**config.mk**
```make
export PLATFORM = sky130hd
export DESIGN_NAME = vga_sync_receiver
export DESIGN_NICKNAME = d
export VERILOG_FILES = /design/src/rtl/vga_sync_receiver.sv
export SDC_FILE = /design/constraint.sdc
export NUM_CORES = 1
export LEC_CHECK = 0
export CAP_MARGIN = 25
export CORE_ASPECT_RATIO = 0.5
export CORE_MARGIN = 3
export CORE_UTILIZATION = 57
export CTS_CLUSTER_DIAMETER = 80
export DETAILED_ROUTE_END_ITERATION = 16
export HOLD_SLACK_MARGIN = 0.12
export PLACE_DENSITY = 0.78
export SYNTH_ARGS = -nofsm -noshare
export SYNTH_HDL_FRONTEND = slang
export SYNTH_SLANG_ARGS = --single-unit
export TNS_END_PERCENT = 1
```
**constraint.sdc**
```tcl
create_clock -name clk_i -period 3.14 [get_ports clk_i]
set_clock_uncertainty 0.05 [all_clocks]
set_input_delay 0.628 -clock clk_i [delete_from_list [all_inputs] [get_ports clk_i]]
set_output_delay 0.628 -clock clk_i [all_outputs]
set_load 0.05 [all_outputs]
```
**src/rtl/vga_sync_receiver.sv**
```systemverilog
// VGA raster sink: rebuilds active-pixel coordinates from hs/vs/blank and checks the timing, locking after one clean frame.
// Inputs are sampled on pix_ce_i only; pixel outputs and frame_start are registered 1 clk after the strobe; there is no backpressure.
module vga_sync_receiver #(
  parameter int H_TOTAL  = 800,
  parameter int H_SYNC   = 96,
  parameter int H_ACTIVE = 640,
  parameter int V_TOTAL  = 525,
  parameter int V_SYNC   = 2,
  parameter int V_ACTIVE = 480
) (
  input  logic       clk_i,
  input  logic       rst_ni,
  input  logic       pix_ce_i,
  input  logic       hs_n_i,
  input  logic       vs_n_i,
  input  logic       blank_n_i,
  output logic       pix_valid_o,
  output logic [9:0] rx_x_o,
  output logic [9:0] rx_y_o,
  output logic       frame_start_o,
  output logic       locked_o,
  output logic [7:0] err_count_o
);
  typedef enum logic [1:0] {SEARCH, CHECK, LOCKED} state_e;

  state_e      state_q, state_d;
  logic        hs_q, hs_d, vs_q, vs_d, first_q, first_d;
  logic [9:0]  hcnt_q, hcnt_d, acnt_q, acnt_d, vcnt_q, vcnt_d, ycnt_q, ycnt_d;
  logic [9:0]  rx_x_q, rx_x_d, rx_y_q, rx_y_d;
  logic        pix_valid_q, pix_valid_d, frame_start_q, frame_start_d;
  logic [7:0]  err_q, err_d;
  logic        hs_fall, hs_rise, vs_fall, vs_rise, err;
  logic [10:0] hcnt_p1;

  function automatic logic [9:0] inc_sat(input logic [9:0] v);
    return (v == 10'h3FF) ? v : v + 10'd1;
  endfunction

  assign hs_fall = pix_ce_i & hs_q & ~hs_n_i;
  assign hs_rise = pix_ce_i & ~hs_q & hs_n_i;
  assign vs_fall = pix_ce_i & vs_q & ~vs_n_i;
  assign vs_rise = pix_ce_i & ~vs_q & vs_n_i;
  assign hcnt_p1 = {1'b0, hcnt_q} + 11'd1;

  // first_q masks the line-length check until a full line has been seen since SEARCH.
  always_comb begin
    err = 1'b0;
    if (hs_fall && !first_q && hcnt_p1 != 11'(H_TOTAL)) err = 1'b1;
    if (hs_rise && hcnt_p1 != 11'(H_SYNC)) err = 1'b1;
    if (hs_fall && acnt_q != 10'd0 && acnt_q != 10'(H_ACTIVE)) err = 1'b1;
    if (vs_fall && state_q != SEARCH &&
        (vcnt_q != 10'(V_TOTAL) || ycnt_q != 10'(V_ACTIVE))) err = 1'b1;
    if (vs_rise && vcnt_q != 10'(V_SYNC)) err = 1'b1;
  end

  always_comb begin
    state_d       = state_q;
    hs_d          = hs_q;
    vs_d          = vs_q;
    first_d       = first_q;
    hcnt_d        = hcnt_q;
    acnt_d        = acnt_q;
    vcnt_d        = vcnt_q;
    ycnt_d        = ycnt_q;
    rx_x_d        = rx_x_q;
    rx_y_d        = rx_y_q;
    pix_valid_d   = 1'b0;
    frame_start_d = vs_fall;
    err_d         = err_q;
    if (pix_ce_i) begin
      hs_d        = hs_n_i;
      vs_d        = vs_n_i;
      pix_valid_d = blank_n_i & (state_q == LOCKED);
      if (pix_valid_d) begin
        rx_x_d = acnt_q;
        rx_y_d = ycnt_q;
      end
      // A coincident VS fall starts the new frame before this HS fall is counted.
      if (vs_fall) begin
        vcnt_d = '0;
        ycnt_d = '0;
      end
      if (hs_fall) begin
        hcnt_d  = '0;
        acnt_d  = '0;
        first_d = 1'b0;
        vcnt_d  = inc_sat(vcnt_d);
        if (acnt_q == 10'(H_ACTIVE)) ycnt_d = inc_sat(ycnt_d);
      end else begin
        hcnt_d = inc_sat(hcnt_q);
        if (blank_n_i) acnt_d = inc_sat(acnt_q);
      end
    end
    case (state_q)
      SEARCH:  if (vs_fall) state_d = CHECK;
      CHECK:   if (err) state_d = SEARCH; else if (vs_fall) state_d = LOCKED;
      LOCKED:  if (err) state_d = SEARCH;
      default: state_d = SEARCH;
    endcase
    if (err && state_q != SEARCH) begin
      if (err_q != 8'hFF) err_d = err_q + 8'd1;
      hcnt_d  = '0;
      acnt_d  = '0;
      vcnt_d  = '0;
      ycnt_d  = '0;
      first_d = 1'b1;
    end
  end

  always_ff @(posedge clk_i or negedge rst_ni) begin
    if (!rst_ni) begin
      state_q       <= SEARCH;
      hs_q          <= 1'b1;
      vs_q          <= 1'b1;
      first_q       <= 1'b1;
      hcnt_q        <= '0;
      acnt_q        <= '0;
      vcnt_q        <= '0;
      ycnt_q        <= '0;
      rx_x_q        <= '0;
      rx_y_q        <= '0;
      pix_valid_q   <= 1'b0;
      frame_start_q <= 1'b0;
      err_q         <= '0;
    end else begin
      state_q       <= state_d;
      hs_q          <= hs_d;
      vs_q          <= vs_d;
      first_q       <= first_d;
      hcnt_q        <= hcnt_d;
      acnt_q        <= acnt_d;
      vcnt_q        <= vcnt_d;
      ycnt_q        <= ycnt_d;
      rx_x_q        <= rx_x_d;
      rx_y_q        <= rx_y_d;
      pix_valid_q   <= pix_valid_d;
      frame_start_q <= frame_start_d;
      err_q         <= err_d;
    end
  end

  assign pix_valid_o   = pix_valid_q;
  assign rx_x_o        = rx_x_q;
  assign rx_y_o        = rx_y_q;
  assign frame_start_o = frame_start_q;
  assign locked_o      = (state_q == LOCKED);
  assign err_count_o   = err_q;
endmodule

```
==> qor.csv, run 1 <==
metric,value,unit
syn_inst,406,
detail-route-antenna-nets,0,
critPathLaunchType,input pin,
die_h,64.10,um
slew_violations,0,
dpl_worst_slack,-0.03680,ns
cts_tree,yes,
cp_max_fo,4,
wl_per_cell,15.63,um
antennaDiodeCount,0,
p_leak,2.184,nW
cts-buffers-inserted,9,
core_area,0.006306,sq mm
worstPathRequired,3.35,ns
drive_gt1_frac,0.1364,
die_w,122.2,um
first_global_vias,3211,
max-vdd-ir-drop,0.0004291,V
netlist_area,0.003847,sq mm
viasPerCell,5.711,
grt_pass1_wl,15350,um
die_area,0.007832,sq mm
areaGrowthSynthToFinish,24.10,%
grt_overflow,0,
clockBufferDepth,2,
worst_slew_pin_slew,0.5439,ns
route.detailed.drc,0,
start_util,0.6101,
antenna_found_initial,0,
final_cells,550,
gp_congestion,0.9280,
netlist.area_leader.share,0.4683,
io_pins,37,
relSlewSlack,0.6357,
fillCellCount,455,
worstSkewPairLatency,0.34,ns
fin_crit,2.876,ns
synth_top_area_cell,dfrtp_1,
synth.most_common_cell,nand2_1,
wl,8596,um
io_buffers,36,
synth_edf_count,0,
initialDrtViolationCount,244,
hold_path.class,reg2reg,
rsz0062_at_grt,false,
ys_top_cells_by_count,"nand2_1, dfrtp_1, nor2_1",
post-route-period-util,0.9160,
syn_nets,418,
dp_cells,532,
ys_seq_area_frac,0.4888,
cts.clk_slew.worst_paths,0.06,ns
synthTopCellsByArea,"dfrtp_1, nand2_1, xnor2_1",
drt-pass1-iter-count,4,
num_rows,20,
num_vias,3141,
final_nets,469,
async_flop_share,1.000,
cts.htree.levels,3,
fmax,347.7,MHz
synth_flop_cell,dfrtp_1,
cts.sinks,75,
yosysWarningCount,0,
crit_arrival,3.09,ns
clock-root-buffer,clkbuf_16,
path_class,in2reg,
fin_setup_tns,0,ns
synth_seq_cells,75,
dp_hpwl,6049,um
cap_violations,0,
grt_max_degree,76,
synth.distinct_cells,57,
status,"complete, no violations",
hold_ws,0.4199,ns
end_kind,flip-flop,
power.density,624.7,mW/mm^2
fin_ws,0.2637,ns
track_usage,0.2494,
hold_violations,0,
synth.avg_cell_area,9.476,sq um
finalSetupViolCount,0,
per-stage QoR:
stage | total power [mW] | instance area (sq um) | utilization
after detailed placement | 1.800 | 4389 | 0.6960
after floorplan | 1.578 | 3847 | -
after global routing | 3.121 | 4775 | 0.7571
after global placement | 1.759 | 4384 | 0.6952
after CTS | 3.003 | 4737 | 0.7512
final | 2.983 | 4775 | 0.7571
power by group:
group	switching (mW)	leakage (nW)	internal, mW
Clock	0.411	0.163	0.781
Combinational	0.362	1.00	0.235
Sequential	0.121	1.02	1.07
Total	0.895	2.18	2.09
registers in the layout, indices dropped and copies added, names as in the netlist:
register	cells
acnt_q	10
err_count_o	8
first_q	1
frame_start_o	1
hcnt_q	10
hs_q	1
pix_valid_o	1
rx_x_o	10
rx_y_o	10
state_q	2
vcnt_q	10
vs_q	1
ycnt_q	10
worst paths after layout:
kind | from | endpoint | slack [ns] | depth (start not counted)
max reg2reg | acnt_q[0]$_DFFE_PN0P_ | vcnt_q[8]$_DFFE_PN0P_ | 0.38 | 10
max | vs_n_i | ycnt_q[4]$_DFFE_PN0P_ | 0.26 | 11
max in group asynchronous | rst_ni | vs_q$_DFFE_PN1P_ | 1.86 | 3
min in group asynchronous | rst_ni | hcnt_q[4]$_DFFE_PN0P_ | 0.59 | 2
min reg2reg | rx_x_o[5]$_DFFE_PN0P_ | rx_x_o[5]$_DFFE_PN0P_ | 0.42 | 2
min | rx_x_o[5]$_DFFE_PN0P_ | rx_x_o[5]$_DFFE_PN0P_ | 0.42 | 2
layout by cell type, fill, tap and decap left out, types with 7 or more instances in the layout:
cell type,instances
nand2_1,77
dfrtp_1,72
nor2_1,39
clkdlybuf4s50_1,35
xnor2_1,18
nand3_1,17
a21oi_1,17
buf_4,17
xor2_1,12
nand4_1,11
o21ai_0,11
inv_1,9
clkbuf_16,9
and3_1,8
and2_1,7
or3_1,7
logic make-up (layout without fill, tap and decap cells):
group                    count (synthesis)  after routing  share of synthesized area
AO/OA/AOI/OAI                           50             50                    0.08683
XOR/XNOR                                30             30                    0.06829
adder cells (fa/ha/maj)                  6              6                    0.01951
buffers and inverters                   26             82                    0.02829
flip-flops                              75             75                     0.4888
multiplexers                             6              6                    0.01626
AND/OR/NAND/NOR                        213            213                     0.2920
per-layer routing:
metal | GRT usage | vias to the layer above | part of all wire
met4 | 0.07671 | 0 | 0.011
met5 | 0 | - | 0
met1 | 0.3224 | 1540 | 0.45
li1 | - | 1507 | -
met3 | 0.06985 | 11 | 0.051
met2 | 0.4114 | 83 | 0.48
final cells by class:
| type | instances | area, sq um | share of cell area |
|---|---|---|---|
| flip-flops and latches | 75 | 1881 | 0.3939 |
| multi-input cells | 305 | 1858 | 0.3892 |
| repair buffers | 56 | 540.5 | 0.1132 |
| clock buffers | 9 | 225.2 | 0.04717 |
| clock inverters | 7 | 122.6 | 0.02568 |
| well taps | 88 | 110.1 | 0.02306 |
| inverters | 10 | 37.54 | 0.007862 |
worst max-delay path: stages:
cell and delay (ns):
clkdlybuf4s50_1 0.49, nand3b_1 0.22, and2_1 0.20, ha_1 0.18, nand3_1 0.10, nor4b_2 0.33, nand3_1 0.15, and2_1 0.24
and3_2 0.24, a21o_1 0.17, a21oi_1 0.13
what timing repair did:
action	in CTS	in global routing
hold buffers	0	1
resized for setup	0	0
setup buffers	0	0
endpoints found under the hold margin	0	5
Note: power is estimated with default switching activity, not from simulation.
==> run 2: changes to the inputs <==
--- a/config.mk
+++ b/config.mk
@@ -6,7 +6,6 @@
 export NUM_CORES = 1
 export LEC_CHECK = 0
 export CAP_MARGIN = 25
-export CORE_ASPECT_RATIO = 0.5
 export CORE_MARGIN = 3
 export CORE_UTILIZATION = 57
 export CTS_CLUSTER_DIAMETER = 80
==> run 2 against run 1 <==
Compared with the run above: cell area is 2.9% lower; count of clock-buffer cells in the layout is 1 higher; largest power group unchanged; critical endpoint is now vcnt_q[4]$_DFFE_PN0P_; highest routed layer unchanged; wire length is 7.3% lower.
==> qor.csv, run 2 (synthesized netlist as in run 1, its figures left out) <==
metric,value,unit
first_global_vias,3041,
dp_cells,524,
end_kind,flip-flop,
crit_arrival,3.01,ns
power.density,573.3,mW/mm^2
antennaDiodeCount,0,
drt-pass1-iter-count,4,
clockBufferDepth,2,
p_leak,2.142,nW
dp_hpwl,5490,um
fmax,357.7,MHz
worstSkewPairLatency,0.35,ns
route.detailed.drc,0,
final_nets,470,
cp_max_fo,7,
post-route-period-util,0.8904,
worst_slew_pin_slew,0.8075,ns
post_cts_buffers,0,
num_rows,29,
gp_congestion,0.8437,
die_w,88.16,um
path_class,in2reg,
final_cells,540,
cts_tree,yes,
max-vdd-ir-drop,0.0006498,V
io_buffers,36,
cts-buffers-inserted,9,
relSlewSlack,0.4617,
hold_ws,0.3146,ns
die_area,0.007771,sq mm
antenna_found_initial,0,
worstPathRequired,3.36,ns
hold_violations,0,
slew_violations,0,
status,"complete, no violations",
clock-root-buffer,clkbuf_8,
cts.htree.levels,3,
place_area,0.004395,sq mm
cts.sinks,75,
fin_setup_tns,0,ns
detail-route-antenna-nets,0,
most-common-layout-cells,"nand2_1, dfrtp_1, nor2_1, clkdlybuf4s50_1, buf_4",
areaGrowthSynthToFinish,20.49,%
io_pins,37,
hold_path.class,in2async,
power,2.658,mW
grt_max_degree,42,
grt_pass1_wl,13820,um
initialDrtViolationCount,168,
num_vias,3107,
cts-resized-gates,0,
core_area,0.006459,sq mm
wl,7966,um
wl_per_cell,14.75,um
ctsHoldBuffers,0,
final_area,0.004636,sq mm
fin_ws,0.3443,ns
die_h,88.16,um
cts.clk_slew.worst_paths,0.08,ns
dpl_worst_slack,0.03590,ns
layout_commonest_cell,nand2_1,
track_usage,0.2273,
fin_crit,2.796,ns
rsz0062_at_grt,false,
post-route-util,0.7177,
grt_overflow,0,
cap_violations,0,
drive_gt1_frac,0.1382,
finalSetupViolCount,0,
critPathLaunchType,input pin,
viasPerCell,5.754,
start_util,0.5957,
## run 2: cell count changes in the layout (fill, tap and decap cells not counted), moves of 2 or more
cell and delta:
clkbuf_16 -9, clkbuf_8 +9, buf_4 +2, clkinvlp_4 -2
## run 2: area by class of cell
class | instances | area [sq um]
repair buffers | 57 | 523.0
clock inverters | 6 | 112.6
inverters | 10 | 37.54
multi-input cells | 305 | 1858
clock buffers | 10 | 127.6
flip-flops and latches | 75 | 1881
well taps | 77 | 96.34
fillers | 479 | 1823
## run 2: final timing paths
check / cells after the start / slack [ns] / from / end
setup / recovery: 10 / 0.34 / vs_n_i / vcnt_q[4]$_DFFE_PN0P_
hold / removal: 1 / 0.31 / rst_ni / rx_y_o[4]$_DFFE_PN0P_
setup reg to reg: 10 / 0.37 / acnt_q[0]$_DFFE_PN0P_ / vcnt_q[8]$_DFFE_PN0P_
hold reg to reg: 1 / 0.42 / state_q[1]$_DFFE_PN0P_ / state_q[0]$_DFFE_PN0P_
max in group asynchronous: 2 / 1.96 / rst_ni / first_q$_DFFE_PN1P_
min in group clk_i: 1 / 0.42 / state_q[1]$_DFFE_PN0P_ / state_q[0]$_DFFE_PN0P_
## run 2: worst max-delay path, stage by stage
cell and delay (ns):
clkdlybuf4s50_1 0.42, nand3b_1 0.31, and2_1 0.27, ha_1 0.23
and4_1 0.24, a41oi_2 0.35, nand4_1 0.17, nor3b_1 0.20
a21oi_1 0.06, nor2_1 0.13
## run 2: where the power goes
part           leakage, nW  total (mW)  internal [mW]  switching [mW]
Combinational         1.00       0.575          0.227           0.348
Clock                0.121       0.895          0.531           0.364
Sequential            1.02        1.19           1.07           0.118
Total                 2.14        2.66           1.83           0.829
## run 2: layer usage
layer	GRT usage	wire (um)	vias to the layer above
met2	0.3637	3730	92
met3	0.03387	395	13
met4	0.09203	133	0
li1	-	-	1510
met5	0	0	-
met1	0.3123	3706	1492
==> run 3: changes to the inputs <==
--- a/config.mk
+++ b/config.mk
@@ -12,6 +12,7 @@
 export DETAILED_ROUTE_END_ITERATION = 16
 export HOLD_SLACK_MARGIN = 0.12
 export PLACE_DENSITY = 0.78
+export SLEW_MARGIN = 25
 export SYNTH_ARGS = -nofsm -noshare
 export SYNTH_HDL_FRONTEND = slang
 export SYNTH_SLANG_ARGS = --single-unit
==> run 3 against run 2 <==
Compared with the run above: worst setup slack improved by 0.029 ns; register-to-register slack better by 0.02 ns; largest power group unchanged; core utilization is 0.81 points lower; highest routed layer unchanged; sequential power hardly changed; critical path type unchanged; cell area down 1.1%; largest cell class unchanged; wire length fell by 3.0%; global-route usage decreased by 0.83 points.
==> qor.csv, run 3 (synthesized netlist as in run 1, its figures left out) <==
metric,value,unit
status,"complete, no violations",
most-common-layout-cells,"nand2_1, dfrtp_1, nor2_1, clkdlybuf4s50_1, buf_4",
path_class,in2reg,
power.density,543.3,mW/mm^2
ctsHoldBuffers,0,
relSlewSlack,0.4600,
hold_path.class,in2async,
end_kind,flip-flop,
clockBufferDepth,2,
post_cts_buffers,0,
final_nets,469,
antennaDiodeCount,0,
rsz0062_at_grt,false,
worstSkewPairLatency,0.34,ns
post-route-period-util,0.8812,
route.detailed.drc,0,
clock-root-buffer,clkbuf_8,
num_rows,29,
die_area,0.007771,sq mm
viasPerCell,5.706,
first_global_vias,2940,
p_leak,2.112,nW
worstPathRequired,3.36,ns
fin_setup_tns,0,ns
crit_arrival,2.99,ns
cts-resized-gates,0,
hold_violations,0,
drt-pass1-iter-count,4,
initialDrtViolationCount,142,
cts.clk_slew.worst_paths,0.08,ns
io_buffers,36,
detail-route-antenna-nets,0,
die_w,88.16,um
cap_violations,0,
fillCellCount,517,
critPathLaunchType,input pin,
worst_slew_pin_slew,0.8046,ns
dp_hpwl,5475,um
max-vdd-ir-drop,0.0005976,V
wl,7728,um
start_util,0.5957,
hold_ws,0.3170,ns
cp_max_fo,7,
cts.htree.levels,3,
layout_commonest_cell,nand2_1,
grt_pass1_wl,13320,um
antenna_found_initial,0,
gp_congestion,0.8437,
io_pins,37,
finalSetupViolCount,0,
cts-buffers-inserted,9,
fmax,361.4,MHz
grt_overflow,0,
areaGrowthSynthToFinish,19.12,%
fin_crit,2.767,ns
slew_violations,0,
wl_per_cell,14.36,um
die_h,88.16,um
grt_max_degree,42,
cts.sinks,75,
track_usage,0.2190,
drive_gt1_frac,0.1345,
core_area,0.006459,sq mm
cts_tree,yes,
num_vias,3070,
run 3: cell count changes in the layout (fill, tap and decap cells not counted):
| cell | change |
|---|---|
| o21ai_1 | +1 |
| buf_2 | -1 |
| clkbuf_8 | +1 |
| clkinvlp_4 | +1 |
| inv_6 | -1 |
| o21ai_0 | -1 |
| bufinv_16 | -2 |
run 3: worst paths after layout:
check	end	slack, ns	start	cells past startpoint
min	rx_y_o[5]$_DFFE_PN0P_	0.32	rst_ni	1
max reg2reg	vcnt_q[8]$_DFFE_PN0P_	0.39	acnt_q[1]$_DFFE_PN0P_	10
max	ycnt_q[4]$_DFFE_PN0P_	0.37	vs_n_i	11
min in group clk_i	state_q[0]$_DFFE_PN0P_	0.42	state_q[1]$_DFFE_PN0P_	1
min reg2reg	state_q[0]$_DFFE_PN0P_	0.42	state_q[1]$_DFFE_PN0P_	1
max in group asynchronous	first_q$_DFFE_PN1P_	1.97	rst_ni	2
run 3: per-stage QoR:
step           setup WS (ns)  instances  area (sq um)    util  power (mW)
3_3_place_gp          0.1286        523          4390  0.6798       1.766
6_report              0.3731        538          4583  0.7096       2.490
3_5_place_dp         0.03995        523          4390  0.6798       1.783
2_1_floorplan         0.2804        406          3847       -       1.578
4_1_cts               0.3362        538          4583  0.7096       2.508
5_1_grt               0.1169        538          4583  0.7096       2.630
run 3: layer usage:
| metal | wire, um | track usage | vias to the layer above |
|---|---|---|---|
| li1 | - | - | 1504 |
| met1 | 3668 | 0.2971 | 1485 |
| met2 | 3617 | 0.3562 | 68 |
| met3 | 310 | 0.03481 | 13 |
| met4 | 131 | 0.08242 | 0 |
| met5 | 0 | 0 | - |
run 3: final cells by class:
type                            count  area, sq um  share of cell area
Sequential cell                    75         1881              0.4103
Clock inverter                      4        51.30             0.01119
Inverter                           10        37.54            0.008190
Tap cell                           77        96.34             0.02102
Timing Repair Buffer               56        518.0              0.1130
Clock buffer                       11        141.4             0.03085
Multi-Input combinational cell    305         1858              0.4054
run 3: worst max-delay path: stages:
cell	delay (ns)
clkdlybuf4s50_1	0.48
nand3b_1	0.26
and2_1	0.21
ha_1	0.17
nand3_1	0.09
nor4b_2	0.27
nand3_1	0.13
and2_1	0.22
and3_2	0.23
a21o_1	0.17
a21oi_1	0.13
run 3: report_power, final:
group	internal, mW	total, mW	leakage, nW	switching (mW)
clock network	0.385	0.730	0.0954	0.345
logic	0.226	0.573	0.996	0.347
registers	1.07	1.19	1.02	0.116
total	1.68	2.49	2.11	0.808
